--- config.mk ---
export PLATFORM = sky130hd
export DESIGN_NAME = m_decode_queue
export DESIGN_NICKNAME = d
export VERILOG_FILES = /design/src/rtl/m_decode_queue.sv
export SDC_FILE = /design/constraint.sdc
export NUM_CORES = 1
export LEC_CHECK = 0
export BUFFER_PORTS_ARGS = -buffer_cell sky130_fd_sc_hd__buf_4
export CORE_MARGIN = 5
export CORE_UTILIZATION = 40
export CTS_CLUSTER_DIAMETER = 100
export CTS_CLUSTER_SIZE = 16
export DETAILED_ROUTE_END_ITERATION = 10
export HOLD_SLACK_MARGIN = 0.02
export PLACE_DENSITY = 0.66
export REMOVE_ABC_BUFFERS = 1
export SLEW_MARGIN = 20
export SYNTH_ARGS = -nofsm -noshare
export SYNTH_HDL_FRONTEND = slang
export SYNTH_SLANG_ARGS = --single-unit
--- constraint.sdc ---
create_clock -name clk -period 2.75 [get_ports clk]
set_input_delay 0.1375 -clock clk [delete_from_list [all_inputs] [get_ports clk]]
set_output_delay 0.1375 -clock clk [all_outputs]
set_load 0.05 [all_outputs]
--- src/rtl/m_decode_queue.sv ---
// Buffered MIPS instruction decoder: decodes at push time into a DEPTH-entry FIFO.
// Ports: clk, rst_n (async low), flush, in_valid/in_ready/in_inst/in_pc,
//        out_valid/out_ready/out_inst/out_pc/out_id/out_class/out_illegal, count.
// Optional feature macro: DECODE_ILLEGAL_EN (per-entry illegal flag + sticky fetch stall).
module m_decode_queue #(
    parameter int DEPTH = 4,
    parameter int PC_W  = 32
) (
    input  logic                       clk,
    input  logic                       rst_n,
    input  logic                       flush,
    input  logic                       in_valid,
    output logic                       in_ready,
    input  logic [31:0]                in_inst,
    input  logic [PC_W-1:0]            in_pc,
    output logic                       out_valid,
    input  logic                       out_ready,
    output logic [31:0]                out_inst,
    output logic [PC_W-1:0]            out_pc,
    output logic [4:0]                 out_id,
    output logic [4:0]                 out_class,
    output logic                       out_illegal,
    output logic [$clog2(DEPTH):0]     count
);

    localparam int AW = $clog2(DEPTH);
    localparam int CW = AW + 1;

    logic [31:0]     inst_q  [DEPTH];
    logic [31:0]     inst_d  [DEPTH];
    logic [PC_W-1:0] pc_q    [DEPTH];
    logic [PC_W-1:0] pc_d    [DEPTH];
    logic [4:0]      id_q    [DEPTH];
    logic [4:0]      id_d    [DEPTH];
    logic [4:0]      class_q [DEPTH];
    logic [4:0]      class_d [DEPTH];

    logic [AW-1:0]   wr_ptr_q, wr_ptr_d;
    logic [AW-1:0]   rd_ptr_q, rd_ptr_d;
    logic [CW-1:0]   count_q, count_d;

    logic [5:0]      op;
    logic [5:0]      func;
    logic [4:0]      dec_id;
    logic [4:0]      dec_class;
    logic            full;
    logic            empty;
    logic            push;
    logic            pop;

    assign op   = in_inst[31:26];
    assign func = in_inst[5:0];

    always_comb begin
        dec_id = 5'd0;
        case (op)
            6'd2:  dec_id = 5'd1;
            6'd3:  dec_id = 5'd2;
            6'd4:  dec_id = 5'd3;
            6'd5:  dec_id = 5'd4;
            6'd8:  dec_id = 5'd5;
            6'd10: dec_id = 5'd6;
            6'd12: dec_id = 5'd7;
            6'd13: dec_id = 5'd8;
            6'd14: dec_id = 5'd9;
            6'd15: dec_id = 5'd10;
            6'd35: dec_id = 5'd11;
            6'd43: dec_id = 5'd12;
            6'd0: begin
                case (func)
                    6'd0:  dec_id = 5'd13;
                    6'd2:  dec_id = 5'd14;
                    6'd8:  dec_id = 5'd15;
                    6'd9:  dec_id = 5'd16;
                    6'd32: dec_id = 5'd17;
                    6'd34: dec_id = 5'd18;
                    6'd36: dec_id = 5'd19;
                    6'd37: dec_id = 5'd20;
                    6'd38: dec_id = 5'd21;
                    6'd39: dec_id = 5'd22;
                    6'd42: dec_id = 5'd23;
                    default: dec_id = 5'd0;
                endcase
            end
            default: dec_id = 5'd0;
        endcase
    end

    // Class flags are range-based on raw fields, independent of the id table.
    always_comb begin
        dec_class    = 5'd0;
        dec_class[4] = (op == 6'd0) && (func >= 6'd32) && (func <= 6'd42);
        dec_class[3] = (op >= 6'd8) && (op <= 6'd14);
        dec_class[2] = (op == 6'd0) && ((func == 6'd0) || (func == 6'd2));
        dec_class[1] = (op == 6'd35) || (op == 6'd43);
        dec_class[0] = (op == 6'd4) || (op == 6'd5);
    end

    assign full      = (count_q == CW'(DEPTH));
    assign empty     = (count_q == '0);
    assign out_valid = !empty;
    assign count     = count_q;

`ifdef DECODE_ILLEGAL_EN
    logic ill_q [DEPTH];
    logic ill_d [DEPTH];
    logic stall_q, stall_d;

    // Sticky stall holds fetch off after an illegal word until flush/reset.
    assign in_ready    = !full && !stall_q;
    assign out_illegal = ill_q[rd_ptr_q];
`else
    assign in_ready    = !full;
    assign out_illegal = 1'b0;
`endif

    assign push = in_valid && in_ready;
    assign pop  = out_valid && out_ready;

    always_comb begin
        inst_d   = inst_q;
        pc_d     = pc_q;
        id_d     = id_q;
        class_d  = class_q;
        wr_ptr_d = wr_ptr_q;
        rd_ptr_d = rd_ptr_q;
        count_d  = count_q;
`ifdef DECODE_ILLEGAL_EN
        ill_d    = ill_q;
        stall_d  = stall_q;
`endif
        if (flush) begin
            // Storage is left intact; only bookkeeping is cleared.
            wr_ptr_d = '0;
            rd_ptr_d = '0;
            count_d  = '0;
`ifdef DECODE_ILLEGAL_EN
            stall_d  = 1'b0;
`endif
        end else begin
            if (push) begin
                inst_d[wr_ptr_q]  = in_inst;
                pc_d[wr_ptr_q]    = in_pc;
                id_d[wr_ptr_q]    = dec_id;
                class_d[wr_ptr_q] = dec_class;
                wr_ptr_d          = wr_ptr_q + AW'(1);
`ifdef DECODE_ILLEGAL_EN
                ill_d[wr_ptr_q]   = (dec_id == 5'd0);
                if (dec_id == 5'd0) begin
                    stall_d = 1'b1;
                end
`endif
            end
            if (pop) begin
                rd_ptr_d = rd_ptr_q + AW'(1);
            end
            case ({push, pop})
                2'b10:   count_d = count_q + CW'(1);
                2'b01:   count_d = count_q - CW'(1);
                default: count_d = count_q;
            endcase
        end
    end

    always_ff @(posedge clk or negedge rst_n) begin
        if (!rst_n) begin
            for (int i = 0; i < DEPTH; i++) begin
                inst_q[i]  <= '0;
                pc_q[i]    <= '0;
                id_q[i]    <= '0;
                class_q[i] <= '0;
`ifdef DECODE_ILLEGAL_EN
                ill_q[i]   <= 1'b0;
`endif
            end
            wr_ptr_q <= '0;
            rd_ptr_q <= '0;
            count_q  <= '0;
`ifdef DECODE_ILLEGAL_EN
            stall_q  <= 1'b0;
`endif
        end else begin
            inst_q   <= inst_d;
            pc_q     <= pc_d;
            id_q     <= id_d;
            class_q  <= class_d;
            wr_ptr_q <= wr_ptr_d;
            rd_ptr_q <= rd_ptr_d;
            count_q  <= count_d;
`ifdef DECODE_ILLEGAL_EN
            ill_q    <= ill_d;
            stall_q  <= stall_d;
`endif
        end
    end

    assign out_inst  = inst_q[rd_ptr_q];
    assign out_pc    = pc_q[rd_ptr_q];
    assign out_id    = id_q[rd_ptr_q];
    assign out_class = class_q[rd_ptr_q];

endmodule

After elaboration in Yosys (flattened, before gate mapping)
Cells that the tools add are included.
Storage, ports and cells
  logic and storage cells: 105
  register bits: 303
  output and inout port bits: 80
  input bits: 69
Operators by class
  mux-type cells: 28
  magnitude comparators: 7
  $add $sub $neg: 4
  bitwise operators: 3
  equality and inequality tests: 25
  reduce and logical (&&, ||, !) cells: 19
Operator list (count)
  128-bit bitwise mux: 2
  32-bit two-way mux: 5
  32-bit binary-select mux with 2-bit select: 2
  5-bit case mux with 13 select lines: 1
  32-bit demux with 2-bit select: 1
  5-bit case mux with 11 select lines: 1
  6-bit equality test (second input constant): 9
  6-bit by 4-bit equality test with 1-bit output (second input constant): 8
  20-bit bitwise mux: 2
  5-bit two-way mux: 5
  5-bit binary-select mux with 2-bit select: 2
  6-bit by 2-bit equality test with 1-bit output (second input constant): 3
  6-bit by 3-bit equality test with 1-bit output (second input constant): 2
  6-bit zero test: 2
  5-bit demux with 2-bit select: 1
  2-bit two-way mux: 4
  1-bit logical AND: 7
  3-bit >= comparator (second input constant): 2
  6-bit by 4-bit >= comparator with 1-bit output (second input constant): 1
  6-bit >= comparator (second input constant): 1
  6-bit by 4-bit <= comparator with 1-bit output (second input constant): 1
  6-bit <= comparator (second input constant): 1
  2-bit inverter with 3-bit output: 2
  3-bit case mux with 2 select lines: 1
  other kinds (15): 20

Depth between registers and ports, before layout
  word-level depth: 6
  gate-level depth with buffers: 9
  mapped depth without buffers: 7

Least setup slack after synthesis
Ideal clock, no wire load.
  path type: reg2reg
  start: reg count_q[1], in the netlist count[1]
  end: reg count_q[1], in the netlist count[1]
  stages on the path, launching flop included: 9
  data required time: 2.625 ns
  buffers on the path: 2
  arrival: 2.415 ns
  period minus slack after synthesis: 2.541 ns
  slack: 0.209 ns
  setup time: 0.125 ns
  path through: dfrtp_1 > buf_2 > or3b_1 > buf_6 > o21ai_0 > and2_1 > fa_1 > o22ai_1 > a2111oi_0
On the way
  longest elaborated chain between the ends: 6
  elaborated cells between the ends (all ways): 13
  those cells by class: 2 x add/sub; 3 x eq/ne; 2 x mux; 6 x reduce/logical
RTL lines
  start, declared: line 40  | logic [CW-1:0] count_q, count_d;
  start signal, assigned: line 189  | count_q <= count_d;
  3-bit equality test *: line 99  | assign full = (count_q == CW'(DEPTH));
  1-bit zero test *: line 113  | assign in_ready = !full;
  via in_ready: line 13  | output logic in_ready,
  1-bit logical AND *: line 117  | assign push = in_valid && in_ready;
  2-bit by 1-bit equality test with 1-bit output / 2-bit equality test (equally long branches): line 157  | case ({push, pop})
  3-bit case mux with 2 select lines: line 157
  3-bit two-way mux: line 132  | if (flush) begin
The timed path passes the listed nets; every way through them passes the cells marked *.
A chain may end at the register's enable or synchronous reset.

Worst setup path in the final report
  start: reg rd_ptr_q[0]
  end: out out_pc[0]
On the way
  longest elaborated chain between the ends: 4
RTL lines
  start, declared: line 39  | logic [AW-1:0] rd_ptr_q, rd_ptr_d;
  start signal, assigned: line 188  | rd_ptr_q <= rd_ptr_d;
  2-bit inverter with 3-bit output (not written as such): line 198  | assign out_pc = pc_q[rd_ptr_q];
  32-bit binary-select mux with 2-bit select: line 198
  32-bit two-way mux (not written as such) (2 in a row): line 198
  end, declared: line 19  | output logic [PC_W-1:0] out_pc,
No other way between the ends. The select of a mux whose other input is x is not followed.

==> flow_metrics.py <==
metrics = {
    "status": {
        "status": "complete, no violations",
    },
    "critical_path": {
        "path_delay_family": "multiplexers",
        "crit_arrival_ns": 2.28,
        "cpMaxStageDelayCell": "mux4_2",
        "criticalPathCategory": "reg2out",
        "cp.required_ns": 2.61,
        "slowest_delay_ns": 0.62,
        "crit_fanout": 56,
        "cp_cell_sequence": "buf_12, mux4_2, buf_4",
        "end_kind": "output port",
        "cp-start-kind": "flop",
        "path_buf_inv": 2,
    },
    "timing": {
        "tns_ns": 0,
        "final_max_slew_viol_count": 0,
        "fmax_mhz": 414,
        "fin_skew_ns": 0.0114,
        "worstMarginPinSlew_ns": 0.683,
        "setup_viol": 0,
        "layout_setup_ws_ns": 0.333,
        "hold_violations": 0,
        "fin_crit_sh_pct": 87.9,
        "layout_min_cycle_time_ns": 2.42,
        "timing.slew.headroom_pct": 54.2,
        "rsz0062_at_grt": "false",
    },
    "finish": {
        "final_util_pct": 48.7,
        "multi_input_area_sq_um": 5880,
        "final_cell_area_sq_um": 16800,
        "syn2layout_area_growth_pct": 20.3,
        "ff_latch_area_sq_um": 7590,
        "nNetsFinal": 1694,
        "diodes": 0,
        "n_fill_cell": 3251,
        "layout-drive-gt1-share_pct": 18.5,
    },
    "global_routing": {
        "grt_max_degree": 79,
        "grt_overflow_total": 0,
        "grt_use_total_pct": 19.3,
        "antenna_found_initial": 0,
        "grt_pass1_wl_mm": 61.0,
        "grt_pass1_vias": 11100,
    },
    "synthesis": {
        "synth-seq-cells": 303,
        "synthCells": 1451,
        "synth_ff_type": "dfrtp_1",
        "avgSynthCellArea_sq_um": 9.65,
        "ys_seq_area_share_pct": 54.2,
        "syn-cell-area_sq_um": 14000,
        "ys_types": 53,
        "synth_top_area_share_pct": 54.2,
        "synth_area_leaders": "dfrtp_1 54%, nand2_1 21%, mux4_2 12%",
        "async_flop_share_pct": 100,
        "synth-edff-count": 0,
        "yosysWarnings": 0,
        "yosys.area.top_type": "dfrtp_1",
    },
    "cts": {
        "htree_levels": 1,
        "clk_latency_ns": 0.52,
        "cts_tree": "done",
        "ctsResizeCount": 0,
        "cts.sinks": 303,
        "cts_made_buffers": 22,
        "clk_pin_slew_worst_paths_ns": 0.08,
        "root_buffer": "clkbuf_16",
        "clockBufferDepth": 3,
    },
    "pwr": {
        "leakage_uw": 0.00844,
        "switchingPower_uw": 5480,
        "internal_power_uw": 9360,
        "clkPwrFrac_pct": 20.3,
        "switching_share_pct": 36.9,
        "power_density_nw_per_um2": 881,
        "seqPwrFrac_pct": 44.6,
        "vdd.ir_drop.worst_uv": 684,
        "power_frac_comb_pct": 35.1,
    },
    "floorplanning": {
        "core_area_sq_um": 34500,
        "die_x_um": 197,
        "dieArea_sq_um": 38800,
        "placementRows": 68,
        "fp.dieH_um": 197,
        "start_util_pct": 40.5,
        "ios": 149,
    },
    "routing": {
        "num_vias": 10700,
        "postRouteAntennaNets": 0,
        "wire_per_inst_um": 18.0,
        "viasPerCell": 5.16,
        "firstDrtPassIters": 5,
        "drc": 0,
        "drt-total-wl_mm": 37.5,
        "first_iter_violations": 880,
    },
    "placement": {
        "hpwl_mm": 23.7,
        "placed_area_sq_um": 15600,
        "pre_cts_ws_ns": 0.376,
        "place_congestion": 0.761,
        "numPortBuffers": 147,
    },
    "worst_hold_path": {
        "hold_class": "in2reg",
    },
    "flow_run": {
        "cap_violations": 0,
    },
}
metal layers:
metal	GRT usage (%)	share of wire [%]	routed length, um
met5	0	0	0
met4	4.49	2.5	932
met3	2.30	4.6	1730
met2	32.7	49	18400
met1	26.8	44	16400
path summary, 6_finish.rpt:
check                         endpoint         from  slack, ns  depth (start not counted)
max                          out_pc[0]  rd_ptr_q[0]       0.33                          3
min                          inst_q[2]   in_inst[2]       0.04                          3
max reg2reg                   count[2]     count[1]       0.34                          7
min reg2reg                 inst_q[50]   inst_q[50]       0.47                          2
max in group asynchronous  rd_ptr_q[1]        rst_n       1.72                          3
min in group asynchronous  inst_q[111]        rst_n       0.20                          2
layout by cell type (no fill, tap or decap), types with 4 or more instances in the layout:
cell type	n
mux2_2	4
mux4_2	74
buf_4	165
buf_12	14
nand3_1	12
nand2_1	790
a21oi_1	12
and3b_1	4
nor2_1	20
inv_1	6
o211ai_1	11
nand2b_1	4
or3_1	4
a31oi_1	6
ha_1	4
o21ai_2	4
dlygate4sd3_1	65
clkbuf_16	23
dfrtp_1	301
o21ai_0	33
a211oi_1	4
power groups by stage:
stage	combinational [uW]	sequential [uW]	clock, uW
floorplan	3660	6540	0
global placement	5080	6590	0
detailed placement	5190	6670	0
CTS	5290	6600	3100
global route	5680	6780	3250
finish	5210	6610	3010
Yosys cell counts, types with 2 or more instances:
library cell / count
nand3b_1: 3
and3b_1: 4
o31ai_1: 2
a21o_1: 3
nand3_1: 12
nand2_1: 790
nor2b_1: 3
or3_1: 4
dfrtp_1: 303
nor3b_1: 2
clkbuf_1: 30
a31oi_1: 6
buf_4: 2
inv_1: 6
and2_1: 2
xor2_1: 3
nor2_1: 20
nand2b_1: 4
o21ai_2: 4
mux4_2: 74
nand4b_1: 2
xnor2_1: 2
buf_2: 55
buf_6: 12
nand4b_2: 3
a2111oi_0: 3
nor4b_1: 2
a211oi_1: 4
o22ai_1: 2
nor4_1: 3
mux2_2: 4
o21ai_0: 33
a21oi_1: 12
and4b_1: 4
or4_4: 2
o211ai_1: 11
ha_1: 4
flip-flops by register name, summed over array words and instances, names as in the netlist:
register,cells
pc_q,128
wr_ptr_q,2
inst_q,128
rd_ptr_q,2
id_q,20
class_q,20
count,3
worst register-to-register path: stages, from the launching register on:
cell	delay [ns]
dfrtp_1	0.57
or3b_1	0.37
o21ai_0	0.13
and2_1	0.18
fa_1	0.44
nor4b_1	0.36
o21ai_0	0.12
a31oi_1	0.16
through the flow:
| stage | instances | power, uW | hold WS [ns] |
|---|---|---|---|
| 3_3_place_gp | 1986 | 11700 | 0.176 |
| 2_1_floorplan | 1351 | 10200 | -0.158 |
| 4_1_cts | 2077 | 15000 | 0.0272 |
| 5_1_grt | 2077 | 15700 | 0.0650 |
| 6_report | 2077 | 14800 | 0.0428 |
| 3_5_place_dp | 1986 | 11900 | 0.182 |
cell families after synthesis:
family | count (synthesis) | share of synthesized area (%)
compound gates | 85 | 3.89
xor+xnor | 5 | 0.313
fa+ha+maj | 5 | 0.501
buf+inv | 107 | 4.06
flops | 303 | 54.2
mux | 78 | 12.2
other cells | 1 | 0.0268
simple gates | 867 | 24.8
repair_timing:
item	4_1_cts	5_1_grt
hold buffers	65	0
setup buffers	0	0
endpoints found under the hold margin	325	0
layout make-up:
type | instances | share of cell area (%)
flip-flops and latches | 303 | 45.1
multi-input cells | 1041 | 34.9
repair buffers | 245 | 13.0
clock buffers | 26 | 3.48
well taps | 455 | 3.38
inverters | 7 | 0.156
Note: power is estimated with default switching activity, not from simulation.
